==> src/rtl/spi_xfer_seq_if.sv <==
// Byte-level handshake between the transfer sequencer and the single-byte SPI interface.
// master = sequencer side, slave = SPI interface side.
interface spi_xfer_seq_if;
   logic [7:0] spi_din;
   logic       spi_cmd;
   logic       spi_wr;
   logic       spi_rd;
   logic [7:0] spi_dout;
   logic       spi_irq;

   modport master (
      output spi_din,
      output spi_cmd,
      output spi_wr,
      output spi_rd,
      input  spi_dout,
      input  spi_irq
   );

   modport slave (
      input  spi_din,
      input  spi_cmd,
      input  spi_wr,
      input  spi_rd,
      output spi_dout,
      output spi_irq
   );
endinterface

==> src/rtl/spi_xfer_seq.sv <==
// Multi-byte SPI transfer sequencer: sends a config byte, then streams TX buffer bytes
// through the single-byte SPI interface, captures replies into the RX buffer, aborts on timeout.
module spi_xfer_seq #(
   parameter int unsigned AW    = 4,
   parameter int unsigned TMO_W = 12
) (
   input  logic            clk,
   input  logic            rst,
   input  logic            start_i,
   input  logic [AW-1:0]   len_i,
   input  logic [7:0]      cfg_byte_i,
   input  logic            tx_we_i,
   input  logic [AW-1:0]   tx_addr_i,
   input  logic [7:0]      tx_data_i,
   input  logic [AW-1:0]   rx_addr_i,
   output logic [7:0]      rx_data_o,
   output logic            busy_o,
   output logic            done_o,
   output logic            err_o,
   spi_xfer_seq_if.master  spi
);

   localparam int unsigned DEPTH = 1 << AW;
   localparam int unsigned DW    = 8;

   localparam logic [2:0] S_IDLE  = 3'd0;
   localparam logic [2:0] S_CFG   = 3'd1;
   localparam logic [2:0] S_LOAD  = 3'd2;
   localparam logic [2:0] S_WAIT  = 3'd3;
   localparam logic [2:0] S_ACK   = 3'd4;
   localparam logic [2:0] S_ABORT = 3'd5;
   localparam logic [2:0] S_FIN   = 3'd6;

   logic [2:0]       state_q, state_d;
   logic [AW-1:0]    idx_q, idx_d;
   logic [AW-1:0]    last_q, last_d;
   logic [DW-1:0]    cfg_q, cfg_d;
   logic [TMO_W-1:0] wdog_q, wdog_d;
   logic [TMO_W-1:0] wdog_inc;
   logic             err_q, err_d;
   logic             busy_q, busy_d;
   logic             done_q, done_d;
   logic             cmd_q, cmd_d;
   logic             wr_q, wr_d;
   logic             rd_q, rd_d;
   logic [DW-1:0]    din_q, din_d;
   logic [DW-1:0]    rx_data_q;
   logic             rx_we;

   logic [DW-1:0]    tx_buf [DEPTH];
   logic [DW-1:0]    rx_buf [DEPTH];

   assign wdog_inc = wdog_q + TMO_W'(1);

   // Next-state logic; registered outputs are decoded from the next state so they
   // are valid during the cycle the FSM occupies the matching state.
   always_comb begin
      state_d = state_q;
      idx_d   = idx_q;
      last_d  = last_q;
      cfg_d   = cfg_q;
      wdog_d  = wdog_q;
      err_d   = err_q;
      rx_we   = 1'b0;

      case (state_q)
         S_IDLE: begin
            if (start_i) begin
               last_d  = len_i - AW'(1);
               cfg_d   = cfg_byte_i;
               err_d   = 1'b0;
               idx_d   = '0;
               state_d = S_CFG;
            end
         end
         S_CFG: begin
            state_d = S_LOAD;
         end
         S_LOAD: begin
            wdog_d  = '0;
            state_d = S_WAIT;
         end
         S_WAIT: begin
            if (spi.spi_irq) begin
               rx_we   = 1'b1;
               state_d = S_ACK;
            end else begin
               wdog_d = wdog_inc;
               if (wdog_inc == '1) begin
                  err_d   = 1'b1;
                  state_d = S_ABORT;
               end
            end
         end
         S_ACK: begin
            if (idx_q == last_q) begin
               state_d = S_FIN;
            end else begin
               idx_d   = idx_q + AW'(1);
               state_d = S_LOAD;
            end
         end
         S_ABORT: begin
            state_d = S_IDLE;
         end
         S_FIN: begin
            state_d = S_IDLE;
         end
         default: begin
            state_d = S_IDLE;
         end
      endcase

      cmd_d  = (state_d == S_CFG);
      wr_d   = (state_d == S_LOAD);
      rd_d   = (state_d == S_ACK) || (state_d == S_ABORT);
      done_d = (state_d == S_FIN);
      busy_d = (state_d != S_IDLE) && (state_d != S_FIN);

      din_d = din_q;
      if (state_d == S_CFG) begin
         din_d = cfg_d;
      end else if (state_d == S_LOAD) begin
         din_d = tx_buf[idx_d];
      end
   end

   always_ff @(posedge clk) begin
      if (rst) begin
         state_q   <= S_IDLE;
         idx_q     <= '0;
         last_q    <= '0;
         cfg_q     <= '0;
         wdog_q    <= '0;
         err_q     <= 1'b0;
         busy_q    <= 1'b0;
         done_q    <= 1'b0;
         cmd_q     <= 1'b0;
         wr_q      <= 1'b0;
         rd_q      <= 1'b0;
         din_q     <= '0;
         rx_data_q <= '0;
      end else begin
         state_q   <= state_d;
         idx_q     <= idx_d;
         last_q    <= last_d;
         cfg_q     <= cfg_d;
         wdog_q    <= wdog_d;
         err_q     <= err_d;
         busy_q    <= busy_d;
         done_q    <= done_d;
         cmd_q     <= cmd_d;
         wr_q      <= wr_d;
         rd_q      <= rd_d;
         din_q     <= din_d;
         rx_data_q <= rx_buf[rx_addr_i];
      end
   end

   // Buffer storage is deliberately left out of reset; a capture racing rst is dropped.
   always_ff @(posedge clk) begin
      if (tx_we_i) begin
         tx_buf[tx_addr_i] <= tx_data_i;
      end
      if (rx_we && !rst) begin
         rx_buf[idx_q] <= spi.spi_dout;
      end
   end

   assign rx_data_o   = rx_data_q;
   assign busy_o      = busy_q;
   assign done_o      = done_q;
   assign err_o       = err_q;
   assign spi.spi_din = din_q;
   assign spi.spi_cmd = cmd_q;
   assign spi.spi_wr  = wr_q;
   assign spi.spi_rd  = rd_q;

endmodule

==> src/flat_wrapper.sv <==
// flat-port wrapper written by rule: the top's interface ports become plain ports
module spi_xfer_seq_flat 
#(
   parameter int unsigned AW    = 4,
   parameter int unsigned TMO_W = 12
)
  (clk, rst, start_i, len_i, cfg_byte_i, tx_we_i, tx_addr_i, tx_data_i, rx_addr_i, rx_data_o, busy_o, done_o, err_o, spi_spi_din, spi_spi_cmd, spi_spi_wr, spi_spi_rd, spi_spi_dout, spi_spi_irq);
  spi_xfer_seq_if spi_i ();
  input  logic clk;
  input  logic rst;
  input  logic start_i;
  input  logic [AW-1:0] len_i;
  input  logic [7:0] cfg_byte_i;
  input  logic tx_we_i;
  input  logic [AW-1:0] tx_addr_i;
  input  logic [7:0] tx_data_i;
  input  logic [AW-1:0] rx_addr_i;
  output logic [7:0] rx_data_o;
  output logic busy_o;
  output logic done_o;
  output logic err_o;
  output wire logic [$bits(spi_i.spi_din)-1:0] spi_spi_din;
  output wire logic [$bits(spi_i.spi_cmd)-1:0] spi_spi_cmd;
  output wire logic [$bits(spi_i.spi_wr)-1:0] spi_spi_wr;
  output wire logic [$bits(spi_i.spi_rd)-1:0] spi_spi_rd;
  input wire logic [$bits(spi_i.spi_dout)-1:0] spi_spi_dout;
  input wire logic [$bits(spi_i.spi_irq)-1:0] spi_spi_irq;
  assign spi_spi_din = spi_i.spi_din;
  assign spi_spi_cmd = spi_i.spi_cmd;
  assign spi_spi_wr = spi_i.spi_wr;
  assign spi_spi_rd = spi_i.spi_rd;
  assign spi_i.spi_dout = spi_spi_dout;
  assign spi_i.spi_irq = spi_spi_irq;
  spi_xfer_seq #(.AW(AW), .TMO_W(TMO_W)) u_core (.clk(clk), .rst(rst), .start_i(start_i), .len_i(len_i), .cfg_byte_i(cfg_byte_i), .tx_we_i(tx_we_i), .tx_addr_i(tx_addr_i), .tx_data_i(tx_data_i), .rx_addr_i(rx_addr_i), .rx_data_o(rx_data_o), .busy_o(busy_o), .done_o(done_o), .err_o(err_o), .spi(spi_i));
endmodule
==> config.mk <==
export PLATFORM = sky130hd
export DESIGN_NAME = spi_xfer_seq_flat
export DESIGN_NICKNAME = d
export VERILOG_FILES = /design/src/rtl/spi_xfer_seq_if.sv /design/src/rtl/spi_xfer_seq.sv /design/src/flat_wrapper.sv
export SDC_FILE = /design/constraint.sdc
export NUM_CORES = 1
export LEC_CHECK = 0
export CAP_MARGIN = 20
export CORE_MARGIN = 2
export CORE_UTILIZATION = 55
export CTS_BUF_LIST = sky130_fd_sc_hd__clkbuf_8
export DETAILED_ROUTE_END_ITERATION = 10
export DONT_BUFFER_PORTS = 1
export GPL_TIMING_DRIVEN = 0
export PLACE_DENSITY_LB_ADDON = 0.2
export SYNTH_ARGS = -nofsm -noshare
export SYNTH_HDL_FRONTEND = slang
export SYNTH_SLANG_ARGS = --single-unit
export TNS_END_PERCENT = 20
==> constraint.sdc <==
create_clock -name clk -period 2.35 [get_ports clk]
set_input_delay 0.1175 -clock clk [delete_from_list [all_inputs] [get_ports clk]]
set_output_delay 0.1175 -clock clk [all_outputs]
set_load 0.02 [all_outputs]
==> results of run 1 <==
-- cell usage in the layout (no fill, tap or decap), types with 5 or more instances in the layout --
cell type,n
sky130_fd_sc_hd__buf_4,26
sky130_fd_sc_hd__nand2_1,79
sky130_fd_sc_hd__clkbuf_2,8
sky130_fd_sc_hd__ha_1,7
sky130_fd_sc_hd__nand4_1,5
sky130_fd_sc_hd__mux4_2,42
sky130_fd_sc_hd__buf_6,9
sky130_fd_sc_hd__a211oi_1,6
sky130_fd_sc_hd__clkbuf_1,19
sky130_fd_sc_hd__nor2b_1,11
sky130_fd_sc_hd__buf_12,5
sky130_fd_sc_hd__dfxtp_2,9
sky130_fd_sc_hd__nand3_1,29
sky130_fd_sc_hd__nor3_1,11
sky130_fd_sc_hd__a21oi_1,14
sky130_fd_sc_hd__clkbuf_8,49
sky130_fd_sc_hd__a221oi_1,7
sky130_fd_sc_hd__dlygate4sd3_1,37
sky130_fd_sc_hd__nand2_2,7
sky130_fd_sc_hd__clkinv_1,10
sky130_fd_sc_hd__o21ai_0,12
sky130_fd_sc_hd__and2_1,12
sky130_fd_sc_hd__mux2i_1,29
sky130_fd_sc_hd__dfxtp_1,34
sky130_fd_sc_hd__buf_2,6
sky130_fd_sc_hd__nor2_1,60
sky130_fd_sc_hd__nand2b_1,6
sky130_fd_sc_hd__a31oi_1,10
sky130_fd_sc_hd__edfxtp_1,256
sky130_fd_sc_hd__a2111oi_4,5
sky130_fd_sc_hd__nor2_4,12
sky130_fd_sc_hd__inv_1,27
-- path summary, 6_finish.rpt --
path | start | end | slack (ps) | depth (start not counted)
hold / removal | tx_addr_i[2] | u_core.tx_buf[0][1]$_DFFE_PP_ | 50 | 2
hold reg to reg | u_core.wdog_q[11]$_SDFFE_PP0P_ | u_core.wdog_q[11]$_SDFFE_PP0P_ | 490 | 1
setup reg to reg | u_core.last_q[1]$_SDFFE_PP0P_ | u_core.spi.spi_din[3]$_SDFFE_PP0P_ | -440 | 9
setup / recovery | u_core.last_q[1]$_SDFFE_PP0P_ | u_core.spi.spi_din[3]$_SDFFE_PP0P_ | -440 | 9
-- through the flow --
stage | TNS [ps] | setup WS, ps
finish | -20690 | -444
global route | -37240 | -517
CTS | -13150 | -462
detailed placement | -88520 | -1060
global placement | -91250 | -1120
floorplan | -1330 | -131
-- power groups by stage --
stage / logic, mW / registers, mW / clock network [mW]
after floorplan: 0.347 / 6.07 / 0
after global placement: 0.456 / 6.08 / 0
after detailed placement: 0.468 / 6.09 / 0
after CTS: 0.636 / 5.98 / 3.98
after global routing: 0.715 / 5.99 / 4.21
final: 0.662 / 5.99 / 3.94
-- sequential cells by signal, summed over array words and instances, names as in the netlist --
| name | count |
|---|---|
| u_core.spi.spi_din | 8 |
| u_core.rx_data_o | 8 |
| u_core.spi.spi_wr | 1 |
| u_core.busy_o | 1 |
| u_core.spi.spi_cmd | 1 |
| u_core.rx_buf | 128 |
| u_core.spi.spi_rd | 1 |
| u_core.err_o | 1 |
| u_core.last_q | 4 |
| u_core.state_q | 3 |
| u_core.wdog_q | 12 |
| u_core.tx_buf | 128 |
| u_core.idx_q | 4 |
| u_core.done_o | 1 |
-- layer usage --
| metal | up-vias | routed length [µm] | global-route usage, % |
|---|---|---|---|
| li1 | 3436 | - | - |
| met4 | 0 | 730 | 8.06 |
| met1 | 3866 | 12500 | 35.8 |
| met5 | - | 0 | 0 |
| met2 | 328 | 13700 | 36.9 |
| met3 | 54 | 2280 | 4.99 |
-- worst max-delay path, stage by stage, from the launching register on --
cell and delay, ps:
sky130_fd_sc_hd__dfxtp_2 350, sky130_fd_sc_hd__xor2_4 220, sky130_fd_sc_hd__o41a_1 480, sky130_fd_sc_hd__o21a_1 200, sky130_fd_sc_hd__buf_6 140, sky130_fd_sc_hd__buf_12 130, sky130_fd_sc_hd__mux2i_1 120, sky130_fd_sc_hd__mux4_2 530
sky130_fd_sc_hd__and3_4 230, sky130_fd_sc_hd__a2111oi_4 300
-- logic make-up (layout without fill, tap and decap cells) --
kind of cell / after synthesis / count (layout) / synth area share [%]
fa+ha+maj: 7 / 7 / 0.706
xor+xnor: 9 / 9 / 0.757
simple gates: 270 / 270 / 10.2
flops: 301 / 301 / 69.3
buf+inv: 58 / 215 / 2.27
compound gates: 98 / 98 / 5.99
mux: 81 / 81 / 10.8
-- what timing repair did --
item / CTS / global route
pin swaps: 24 / 19
buffers inserted: 30 / 1
cloned: 2 / 0
hold buffers: 35 / 2
resized for setup: 107 / 50
setup endpoints to repair: 144 / 148
endpoints found under the hold margin: 313 / 1
-- layout make-up --
class	instances	area share, %
Sequential cell	301	57.3
Multi-Input combinational cell	465	27.6
Buffer	49	2.16
Inverter	8	0.200
Clock inverter	37	1.12
Timing Repair Buffer	72	4.84
Tap cell	280	2.33
Clock buffer	49	4.49
==> results, run 1 <==
- Global routing consumed, over all layers together, 24.3% of the routing resources.
- The worst slew margin relative to its limit is 29.5%.
- The post-DP HPWL is 18.2 mm.
- For this run the aggregate overflow at the end of global routing stands at 0.
- Combinational logic burns 6.3% of the power.
- The tightest min-delay check is of the primary input to register type.
- Cells fill 68.5% of the core in the end.
- Timing would allow up to 358 MHz.
- Per report_power, the clock group accounts for 37.2% of the total.
- The cell row count is 54.
- The count of mapped cells out of synthesis is 824.
- The worst hold slack is 54.7 ps.
- The initial antenna violation count is 0.
- The synthesized cell area is 0.0124 mm².
- The length of the first detailed-routing pass in iterations is 5.
- The final cell area excluding filler cells is 0.0150 mm².
- After synthesis, the most frequently instantiated cells are sky130_fd_sc_hd__edfxtp_1 (256), sky130_fd_sc_hd__nand2_1 (86), sky130_fd_sc_hd__nor2_1 (73).
- Excluding fillers, the count of instances in the completed layout stands at 1,261.
- The placed standard-cell area is 0.0128 mm².
- The tree is rooted in a sky130_fd_sc_hd__clkbuf_8.
- The number of levels in the clock H-tree is 2.
- The cell type with the highest aggregate area in the netlist is sky130_fd_sc_hd__edfxtp_1.
- The I/O pin total is 63.
- The chip width is 154 µm.
- The count of final setup violators is 136.
- Data on the critical path arrives at its endpoint at 3250 ps.
- The mean instance size in the synthesized netlist is 15.0 µm².
- The largest net degree at the start of global routing is 17.
- Summed over all nets, the switching power comes to 2.48 mW.
- The shortest period the worst path allows is 2790 ps.
- The worst-case clock skew is 38.8 ps.
- The region available for standard cell placement spans 0.0220 mm².
- The longest clock path from root to sink contains 3 buffers.
- The most common cell in the synthesized netlist is sky130_fd_sc_hd__edfxtp_1.
- The die area is 0.0238 mm².
- In this run the worst path has a maximum fanout of 5.
- The portion of the post-synthesis area used by sequential elements is 69.3%.
- The layout net count is 992.
- The final reports fail on setup timing.
- Yosys attributes the largest share of cell area to sky130_fd_sc_hd__edfxtp_1 (62%), sky130_fd_sc_hd__mux4_2 (7.6%), sky130_fd_sc_hd__dfxtp_1 (7.3%).
- The share of flip-flops with an asynchronous set or reset after synthesis is 0%.
- The share of total power dissipated in sequential elements is 56.5%.
- The total area of sequential cells is 0.00861 mm².
- The final antenna-violating net count is 0.
- TritonCTS built the clock tree.
- The clock latency at the later pin of the worst-skew pair is 580 ps.
- For the worst setup path, the data required time is 2810 ps.
- The global-route wire length before repair is 43.7 mm.
- The synthesis-stage register bit count is 301.
- The number of vias per cell is 6.09.
- The final number of hold-violating endpoints is 0.
- The power density over cell area is 704 mW/mm².
- The total clock buffers created by CTS is 47.
- The number of global-route vias before repair came to 7,674.
- After detailed placement, the design holds a cell count of 1,105.
- The worst supply voltage drop on vdd is 0.558 mV.
- Routability-driven placement finished with a final weighted congestion of 0.893.
- The net switching fraction of the power is 23.5%.
- The run finished, with violations left.
- In the final layout, the share of cells above drive strength 1 is 26.0%.
- The most used flip-flop cell after synthesis is sky130_fd_sc_hd__edfxtp_1.
- The filler cell count in the final layout is 1,403.
- Across the run, the number of max-cap violations was 0.
- After the first detailed-routing iteration, the DRC count stood at 851.
- In the final layout, the multi-input gates occupy 0.00415 mm².
- The pin slew with the least headroom to its limit is 1050 ps.
- Setup slack on the critical path of the routed design comes to -444 ps.
- The cell-internal power is 8.11 mW.
- In the routed design, unresolved DRC markers number 0.
- The area growth from synthesis to layout is 21.3%.
- The detailed router placed 7,684 vias in this run.
- Input and output buffers added on the ports amount to 0.
- The distinct cell type count of the synthesized netlist is 63.
- The y dimension of the die is 154 µm.
- In this run the biggest area consumer among cell types represents 62.0% of the synthesized area.
- The worst setup path is of the register to register kind.
- When the netlist entered floorplanning its net count stood at 872.
- Yosys mapped a number of flops with a built-in enable equal to 256.
- For this block, the routed nets add up to 29.2 mm of wire.
- In the final routed layout, each cell accounts on average for 23.1 µm.
- The starting utilization of the core area is 56.5%.
- The total inserted antenna cells is 0.
- The clock net in this run drives a total of 301 sinks.
- The final cycle utilization of the critical path is 119%.
- STA classifies the critical path startpoint as a register.
- The number of pins exceeding their max-slew limit in the final report came to 0.
- The count of synthesis-stage warnings from yosys is 0.
- The static power due to leakage is 5.14 nW.
- The total power consumption of the routed design is 10.6 mW.
- Setup repair after global routing could not meet its margin everywhere.
- After clock tree synthesis, the clock-pin slew on the worst setup and hold paths is 70 ps.
- The type of destination of the critical path is a register.
Note: power is estimated with default switching activity, not from simulation.
==> inputs of run 2 (changes only) <==
- CORE_UTILIZATION: 55 -> 23
==> results, run 2 (synthesis results as in run 1) <==
- Outcome: complete, but fails checks (unchanged).
- Violations in the final reports: setup timing (unchanged).
- The critical path class is register to register (unchanged).
- The layout net count is 1,024 (was 992).
- The worst endpoint data arrival time is 3230 ps (was 3250 ps).
- The worst slew margin relative to its limit was 26.2% (was 29.5%).
- The number of pins exceeding their max-slew limit in the final report was 0 (unchanged).
- The number of global-route vias before repair is 7,799 (was 7,674).
- The number of buffers and inverters on the critical path is 4 (was 2).
- The type of destination of the critical path is a register (unchanged).
- The final number of hold-violating endpoints is 0 (unchanged).
- The area growth from synthesis to layout was 28.0% (was 21.3%).
- The total global-route track usage is 12.4% (was 24.3%).
- The minimum setup slack in the final design is -460 ps (was -444 ps).
- The cell row count is 85 (was 54).
- Series of cell instances along the critical path: xor2_4 > buf_6 > o41ai_4 > buf_4 > mux2i_4 > buf_4 > clkbuf_16 > a221oi_1 > a2111oi_2 > o41ai_4 > a31oi_1 (was xor2_4 > o41a_1 > o21a_1 > buf_6 > buf_12 > mux2i_1 > mux4_2 > and3_4 > a2111oi_4).
- The startpoint type of the worst setup path was a register (unchanged).
- The count of cells along the worst register-to-register path is 11 (was 9).
- The number of port buffers is 0 (unchanged).
- The shortest period the worst path allows came to 2810 ps (was 2790 ps).
- The largest net degree at the start of global routing was 17 (unchanged).
- The chip width came to 236 µm (was 154 µm).
- The routed wire length on met3 is 1.72 mm (was 2.28 mm).
- The starting utilization of the core area is 23.1% (was 56.5%).
- The launch point of the worst hold path is tx_we_i (was tx_addr_i[2]).
- The remaining design rule violation count was 0 (unchanged).
- The class of the worst hold path is primary input to register (unchanged).
- The worst-path cell with the longest stage delay is sky130_fd_sc_hd__o41ai_4 (was sky130_fd_sc_hd__mux4_2).
- Commonest cells after routing, fill and taps aside: sky130_fd_sc_hd__edfxtp_1 (256), sky130_fd_sc_hd__nand2_1 (77), sky130_fd_sc_hd__nor2_1 (60) (was sky130_fd_sc_hd__edfxtp_1 (256), sky130_fd_sc_hd__nand2_1 (79), sky130_fd_sc_hd__nor2_1 (60)).
- The final antenna-violating net count is 0 (unchanged).
- The detailed-route wire length on metal 1 was 15.7 mm (was 12.5 mm).
- The length of the first detailed-routing pass in iterations came to 6 (was 5).
- The worst supply voltage drop on vdd is 0.362 mV (was 0.558 mV).
- The startpoint of the lowest-slack register-to-register path is u_core.idx_q[1]$_SDFF_PP0_ (was u_core.last_q[1]$_SDFFE_PP0P_).
- The number of levels in the clock H-tree came to 2 (unchanged).
- The post-detailed-route wirelength per cell is 20.4 µm (was 23.1 µm).
- The total met2 wirelength after detailed routing is 16.6 mm (was 13.7 mm).
- The die area is 0.0558 mm² (was 0.0238 mm²).
- The y dimension of the die is 236 µm (was 154 µm).
- The standard cell core area came to 0.0536 mm² (was 0.0220 mm²).
- The total power consumption of the routed design is 10.9 mW (was 10.6 mW).
- The peak per-stage delay on the critical path is 490 ps (was 530 ps).
- The initial antenna violation count is 0 (unchanged).
- The worst endpoint required time is 2770 ps (was 2810 ps).
- The instance count along the most critical hold path came to 2 (unchanged).
- The total negative setup slack is -3480 ps (was -20,690 ps).
- The critical path's top delay family is compound AO/OA/AOI/OAI gates (unchanged).
- The total clock buffers created by CTS is 51 (was 47).
- The count of final setup violators came to 24 (was 136).
- The leftover overflow at the end of global routing is 0 (unchanged).
- The total clock sinks is 301 (unchanged).
- The DRC marker count from the first detailed-route iteration came to 396 (was 851).
- The pin slew with the least headroom to its limit came to 1100 ps (was 1050 ps).
- The final weighted congestion in routability-driven placement is 0.812 (was 0.893).
- The clock transition at the registers of the reported paths was 60 ps (was 70 ps).
- The total stage count of the critical path came to 11 (was 9).
- The largest driver fanout on the critical path came to 5 (unchanged).
- The clock tree from TritonCTS was built (unchanged).
- The worst-case clock skew is 32.5 ps (was 38.8 ps).
- The global-route wire length before repair is 51.6 mm (was 43.7 mm).
- The maximum number of buffers from clock root to sink is 3 (unchanged).
- The clock latency at the later pin of the worst-skew pair is 600 ps (was 580 ps).
- The post-DP HPWL was 22.8 mm (was 18.2 mm).
- The power density over cell area is 684 mW/mm² (was 704 mW/mm²).
- The commonest non-fill, non-tap cell in the layout is sky130_fd_sc_hd__edfxtp_1 (unchanged).
- The max capacitance violation total is 0 (unchanged).
- The top layer used by detailed routing is met4 (unchanged).
- The I/O pin total came to 63 (unchanged).
- The sum of routed wire length over all layers was 34.8 mm (was 29.2 mm).
- The achievable frequency was 356 MHz (was 358 MHz).
- The utilization after layout was 29.6% (was 68.5%).
- Registers with the most flip-flops: u_core.rx_buf: 128 flops, u_core.tx_buf: 128 flops, u_core.wdog_q: 12 flops (unchanged).
- The final cycle utilization of the critical path is 120% (was 119%).
- The share of final-layout standard cells stronger than drive strength 1 was 27.1% (was 26.0%).
- The routed via count is 7,633 (was 7,684).
- The static power due to leakage is 5.36 nW (was 5.14 nW).
- The total inserted antenna cells is 0 (unchanged).
- The beginning of the critical path is u_core.idx_q[1]$_SDFF_PP0_ (was u_core.last_q[1]$_SDFFE_PP0P_).
- The clock root buffer is sky130_fd_sc_hd__clkbuf_8 (unchanged).
- Setup repair after global routing missed its margin: true (unchanged).
- The number of vias per cell is 4.46 (was 6.09).
## run 2: final cells by class
type / instances / area [µm²]
plain buffers: 48 / 340
clock buffers: 52 / 716
clock inverters: 39 / 161
fillers: 5462 / 37700
inverters: 8 / 30.0
multi-input cells: 466 / 4060
flip-flops and latches: 301 / 8610
well taps: 696 / 871
repair buffers: 100 / 1070
## run 2: per-layer routing
layer | vias to the layer above | track usage [%]
li1 | 3506 | -
met1 | 3880 | 16.5
met2 | 188 | 19.9
met3 | 59 | 2.95
met4 | 0 | 4.01
met5 | - | 0
## run 2: metrics by stage
stage	std cells	hold WS, ps	cell area [µm²]	setup slack [ps]
after floorplan	824	213	12400	-131
after global placement	1520	217	13300	-1330
after detailed placement	1534	218	13500	-1380
after CTS	1684	25.0	15500	-559
after global routing	1710	43.5	15900	-511
final	1710	50.1	15900	-460
## run 2: what timing repair did
item | CTS | global route
cloned | 3 | 1
hold endpoints to repair | 325 | 1
buffers inserted | 17 | 22
gates resized for setup | 121 | 38
pin swaps | 24 | 16
hold buffers | 40 | 2
setup endpoints to repair | 145 | 153
## run 2: path summary, 6_finish.rpt
path,to,slack [ps]
worst max-delay path,u_core.spi.spi_din[7]$_SDFFE_PP0P_,-460
worst min-delay path,u_core.tx_buf[9][7]$_DFFE_PP_,50
worst max register to register,u_core.spi.spi_din[7]$_SDFFE_PP0P_,-460
worst min register to register,u_core.wdog_q[11]$_SDFFE_PP0P_,480
## run 2: power by group
group / switching [mW] / total (mW) / internal, mW / leakage [nW]
Combinational: 0.412 / 0.707 / 0.295 / 2.13
Clock: 2.11 / 4.16 / 2.05 / 0.547
Sequential: 0.104 / 5.99 / 5.89 / 2.68
